## config.mk

```make
export PLATFORM = sky130hd
export DESIGN_NAME = vram_arbiter
export DESIGN_NICKNAME = d
export VERILOG_FILES = /design/src/rtl/vram_arbiter.sv
export SDC_FILE = /design/constraint.sdc
export NUM_CORES = 1
export LEC_CHECK = 0
export ABC_AREA = 1
export CORE_MARGIN = 5
export CORE_UTILIZATION = 42
export DETAILED_ROUTE_END_ITERATION = 10
export PLACE_DENSITY = 0.92
export SLEW_MARGIN = 20
export SYNTH_ARGS = -nofsm -noshare
export SYNTH_HDL_FRONTEND = slang
export SYNTH_SLANG_ARGS = --single-unit
```

## constraint.sdc

```tcl
create_clock -name clk -period 1.6 [get_ports clk]
set_input_delay 0.16 -clock clk [delete_from_list [all_inputs] [get_ports clk]]
set_output_delay 0.16 -clock clk [all_outputs]
set_load 0.02 [all_outputs]
```

## src/rtl/vram_arbiter.sv

```systemverilog
// Single-port VRAM arbiter: video has absolute priority, CPU and DMA share leftover slots round-robin.
// Registered VRAM command stage, 2-stage read tag pipe, per-requester starvation watchdog.
module vram_arbiter #(
  parameter int unsigned AW         = 15,
  parameter int unsigned DW         = 8,
  parameter int unsigned STARVE_LIM = 64
) (
  input  logic          clk,
  input  logic          reset,
  input  logic          vid_req,
  input  logic [AW-1:0] vid_addr,
  output logic          vid_rvalid,
  input  logic          cpu_req,
  input  logic          cpu_we,
  input  logic [AW-1:0] cpu_addr,
  input  logic [DW-1:0] cpu_din,
  output logic          cpu_ack,
  output logic          cpu_rvalid,
  input  logic          dma_req,
  input  logic          dma_we,
  input  logic [AW-1:0] dma_addr,
  input  logic [DW-1:0] dma_din,
  output logic          dma_ack,
  output logic          dma_rvalid,
  output logic [DW-1:0] rdata,
  output logic [AW-1:0] mem_addr,
  output logic          mem_we,
  output logic [DW-1:0] mem_din,
  input  logic [DW-1:0] mem_dout,
  output logic [1:0]    starve,
  input  logic          starve_clr
);

  localparam int unsigned CW = 7;
  localparam logic [CW-1:0] LIM = CW'(STARVE_LIM);

  typedef enum logic [1:0] {
    OWN_NONE = 2'd0,
    OWN_VID  = 2'd1,
    OWN_CPU  = 2'd2,
    OWN_DMA  = 2'd3
  } owner_t;

  logic          last;
  logic          grant_vid;
  logic          grant_cpu;
  logic          grant_dma;
  logic [AW-1:0] addr_nxt;
  logic          we_nxt;
  logic [DW-1:0] din_nxt;
  owner_t        own_nxt;
  logic          rd_nxt;
  owner_t        own_q;
  logic          rd_q;
  logic [1:0][CW-1:0] wait_cnt;
  logic [1:0]    pend;
  logic [1:0]    acked;
  logic [1:0]    hit;

  // Grant decision; last = 1 means DMA was served last, so CPU wins the tie
  always_comb begin
    grant_vid = 1'b0;
    grant_cpu = 1'b0;
    grant_dma = 1'b0;
    if (!reset) begin
      if (vid_req) begin
        grant_vid = 1'b1;
      end else if (cpu_req && dma_req) begin
        grant_cpu = last;
        grant_dma = !last;
      end else begin
        grant_cpu = cpu_req;
        grant_dma = dma_req;
      end
    end
  end

  assign cpu_ack = grant_cpu;
  assign dma_ack = grant_dma;
  assign rdata   = mem_dout;

  // Command mux; address and data hold when the port is idle
  always_comb begin
    addr_nxt = mem_addr;
    we_nxt   = 1'b0;
    din_nxt  = mem_din;
    own_nxt  = OWN_NONE;
    rd_nxt   = 1'b0;
    if (grant_vid) begin
      addr_nxt = vid_addr;
      own_nxt  = OWN_VID;
      rd_nxt   = 1'b1;
    end else if (grant_cpu) begin
      addr_nxt = cpu_addr;
      we_nxt   = cpu_we;
      din_nxt  = cpu_din;
      own_nxt  = OWN_CPU;
      rd_nxt   = !cpu_we;
    end else if (grant_dma) begin
      addr_nxt = dma_addr;
      we_nxt   = dma_we;
      din_nxt  = dma_din;
      own_nxt  = OWN_DMA;
      rd_nxt   = !dma_we;
    end
  end

  always_ff @(posedge clk or posedge reset) begin
    if (reset) begin
      mem_addr   <= '0;
      mem_we     <= 1'b0;
      mem_din    <= '0;
      own_q      <= OWN_NONE;
      rd_q       <= 1'b0;
      vid_rvalid <= 1'b0;
      cpu_rvalid <= 1'b0;
      dma_rvalid <= 1'b0;
      last       <= 1'b1;
    end else begin
      mem_addr   <= addr_nxt;
      mem_we     <= we_nxt;
      mem_din    <= din_nxt;
      own_q      <= own_nxt;
      rd_q       <= rd_nxt;
      vid_rvalid <= rd_q && (own_q == OWN_VID);
      cpu_rvalid <= rd_q && (own_q == OWN_CPU);
      dma_rvalid <= rd_q && (own_q == OWN_DMA);
      if (grant_cpu) begin
        last <= 1'b0;
      end else if (grant_dma) begin
        last <= 1'b1;
      end
    end
  end

  // Starvation watchdog: index 0 = CPU, 1 = DMA; flag sets on the cycle the count reaches the limit
  assign pend  = {dma_req, cpu_req};
  assign acked = {grant_dma, grant_cpu};

  always_comb begin
    hit = '0;
    for (int i = 0; i < 2; i++) begin
      hit[i] = pend[i] && !acked[i] && (wait_cnt[i] != '1) &&
               ((wait_cnt[i] + CW'(1)) == LIM);
    end
  end

  always_ff @(posedge clk or posedge reset) begin
    if (reset) begin
      wait_cnt <= '0;
      starve   <= '0;
    end else begin
      for (int i = 0; i < 2; i++) begin
        if (!pend[i] || acked[i]) begin
          wait_cnt[i] <= '0;
        end else if (wait_cnt[i] != '1) begin
          wait_cnt[i] <= wait_cnt[i] + CW'(1);
        end
        if (hit[i]) begin
          starve[i] <= 1'b1;
        end else if (starve_clr) begin
          starve[i] <= 1'b0;
        end
      end
    end
  end

endmodule

```

==> metrics.md <==
| Metric | Value |
|---|---|
| Yosys top cell by area | `dfrtp_1` |
| Sw Pwr | `899 uW` |
| Mapped Cells | `356` |
| Initial antenna violation count | `0` |
| Pin count of the biggest net entering global routing | `48` |
| Share of the synthesized area in the top cell type | `44.6%` |
| Drt wl/cell | `between 10 and 15 um` |
| Seq/Total Area, Yosys | `between 40% and 50%` |
| Final hold viol count | `0` |
| Top Family by Delay on Critical Path | `flip-flops` |
| Dpl ws | `-248 ps` |
| Top FF cell, synth | `dfrtp_1` |
| Post_cts resized | `8` |
| Cts hold-fix bufs | `0` |
| Skew final | `approximately 7.6 ps` |
| Critical Path Start Type | `flop` |
| Layout cells sized above 1 | `9.54%` |
| Final Net Count | `542` |
| Multi-input logic area | `1140 um^2` |
| Clock Tree Root | `clkbuf_8` |
| Switching Share | `roughly 30%` |
| I/O pin count | `116` |
| Layout area overhead | `47.5%` |
| First-pass GRT wire length | `11.7 mm` |
| Ys Warns | `0` |
| Top post-synthesis cells by area | `dfrtp_1 45%, nand2_1 19%, nor2_1 6.4%` |
| Die area | `7820 um^2` |
| Critical path type | `flop to output pin` |
| CTS Buf Count | `5` |
| Crit-path slowest cell | `dfstp_2` |
| Clock share of power | `24.0%` |
| Power Density | `approximately 790 nW/um^2` |
| Worst Path Max Fanout | `2` |
| FMAX | `0.655 GHz` |
| CTS tree | `built` |
| Worst path cell trace | `inv_1, nand2_1, nand3_4, clkinv_4, buf_2` |
| Cell internal pwr | `2.11 mW` |
| FILL cells | `519` |
| Max Cap Violations | `0` |
| Total GRT Usage | `19.2%` |
| Post-Layout Cell Count | `536` |
| Hpwl dp | `between 5 and 6 mm` |
| Final Worst Setup Slack | `73.5 ps` |
| Global placement routability congestion | `0.811` |
| Cell variety after synth | `27` |
| CTS Buffer Depth | `2` |
| Global route overflow | `0` |
| Postcts setup bufs | `0` |
| Leak Pwr | `1.82 nW` |
| Initial DRC Count | `143` |
| Finish-stage setup viols | `0` |
| Number of global-route vias before repair | `approximately 2700` |
| Post-Syn Area | `roughly 2600 um^2` |
| Die Wd | `88.4 um` |
| Worst path arrival time | `1370 ps` |
| Hold Crit Class | `input pin to output pin` |
| Post-route ant nets | `0` |
| Final Instance Area | `3810 um^2` |
| FFs w/ async S/R, synth | `100%` |
| Max stage delay on crit path | `540 ps` |
| DRC errors left | `0` |
| Vias | `about 2700` |
| Status | `complete, no violations` |
| Mapped Nets | `~440` |
| Placed Area | `3700 um^2` |
| Post-synth EDFFs | `0` |
| Post-synth top cells | `133 x nand2_1, 46 x dfrtp_1, 44 x nor2_1` |
| Setup TNS | `0 ps` |
| Max-slew violations | `0` |
| # port buffers | `99` |
| Num rows | `28` |
| Ant. Diodes | `0` |
| Peak VDD IR | `~390 uV` |
| Most common cell in the netlist | `nand2_1` |
| Core ar. | `5960 um^2` |
| Sink Count | `47` |
| Router iterations before antenna repair | `4` |
| Initial core utilization | `between 40% and 50%` |
| Syn Area/Cell | `7.26 um^2` |
| Dpl cells | `529` |
| Clk Latency, worst-skew pair | `about 300 ps` |
| Period utilisation layout | `between 90% and 100%` |
| Final min period | `1530 ps` |
| WL final | `7.39 mm` |
| Combinational share of power | `29.9%` |
| Htree depth | `2` |
| Flop pwr share | `46.2%` |
| Avg Vias per Cell | `approximately 5` |
| Worst-path clk slew | `approximately 70 ps` |
| Crit. End Element | `output pin` |
| Die H | `88.4 um` |
| WP buf/inv | `3` |
| Yosys reg bits | `47` |
| Tightest Pin Transition | `between 500 and 600 ps` |
| Max_slew headroom | `60.1%` |
| CP required | `1440 ps` |
| Register area | `approximately 1200 um^2` |
-- state kept, by name (all words and copies together), names as in the netlist --
signal / cells
mem_din: 8
starve: 2
dma_rvalid: 1
cpu_rvalid: 1
rd_q: 1
own_q: 2
vid_rvalid: 1
mem_addr: 15
mem_we: 1
wait_cnt: 14
last: 1
-- power groups by stage --
stage | clock (mW) | combinational, mW | sequential (mW)
6_report | 0.721 | 0.899 | 1.39
5_1_grt | 0.778 | 0.971 | 1.40
4_1_cts | 0.739 | 0.904 | 1.39
3_5_place_dp | 0 | 0.898 | 1.41
3_3_place_gp | 0 | 0.871 | 1.40
2_1_floorplan | 0 | 0.309 | 1.52
-- worst paths after layout --
check	from	end	slack [ps]	depth (start not counted)
max in group asynchronous	reset	wait_cnt[8]$_DFFE_PP0P_	600	4
hold reg to reg	own_q[1]$_DFF_PP0_	vid_rvalid$_DFF_PP0_	440	1
hold / removal	mem_dout[7]	rdata[7]	320	0
setup / recovery	last$_DFFE_PP1P_	cpu_ack	70	5
setup reg to reg	wait_cnt[7]$_DFFE_PP0P_	starve[1]$_DFFE_PP0P_	80	8
min in group asynchronous	reset	wait_cnt[0]$_DFFE_PP0P_	560	4
-- per-stage QoR --
stage                     hold WS [ps]  util, %  power, mW
after floorplan                    191        -       1.83
after global placement             320     62.2       2.27
after detailed placement           320     62.2       2.30
after CTS                          320     63.8       3.03
after global routing               320     64.0       3.15
final                              320     64.0       3.01
-- placed cells by master (no fill, tap or decap), types with 2 or more instances in the layout --
cell type        synthesis  final
nand2_2                  0      2
nand4_1                  4      4
dfrtp_1                 46     44
inv_1                   35     33
buf_12                   0      3
o21ai_2                  2      2
nand3_1                 26     25
nor2_1                  44     43
nand2_1                133    131
o21ai_1                  2      2
nor3_1                   3      3
buf_4                    8     16
clkbuf_8                 0      6
o21ai_0                 20     20
a21oi_1                  3      3
clkdlybuf4s50_1          0     97
dfrtp_2                  0      2
a31oi_1                  5      5
ha_1                     4      3
-- cells by family after synthesis --
kind of cell,Yosys count,synth area share [%]
buffers and inverters,56,10.8
flip-flops,47,45.6
adder cells (fa/ha/maj),4,1.94
AND/OR/NAND/NOR,213,33.7
AO/OA/AOI/OAI,36,8.09
-- metal layers --
layer  vias to the layer above  GRT usage [%]  share of wire [%]  wire length [um]
met3                        14           4.66                6.8               501
met1                      1252           19.3                 36              2690
met5                         -              0                  0                 0
met4                         0           7.55                2.2               159
met2                        83           37.5                 55              4040
li1                       1316              -                  -                 -
-- final cells by class --
| class | instances | share of cell area, % |
|---|---|---|
| well taps | 75 | 2.46 |
| clock buffers | 6 | 2.17 |
| inverters | 36 | 3.78 |
| clock inverters | 1 | 0.131 |
| flip-flops and latches | 47 | 31.0 |
| repair buffers | 118 | 30.5 |
| multi-input cells | 253 | 30.0 |
-- worst reg2reg max path: stages (launching register included) --
cell     delay [ps]
dfrtp_2         420
ha_2            250
nand3_1         120
nor2_1          150
nand2_2         150
nand2_1         130
nor2_1           60
nand2_1          80
nand2_1          60
No activity file was read; power rests on OpenSTA's default activity.
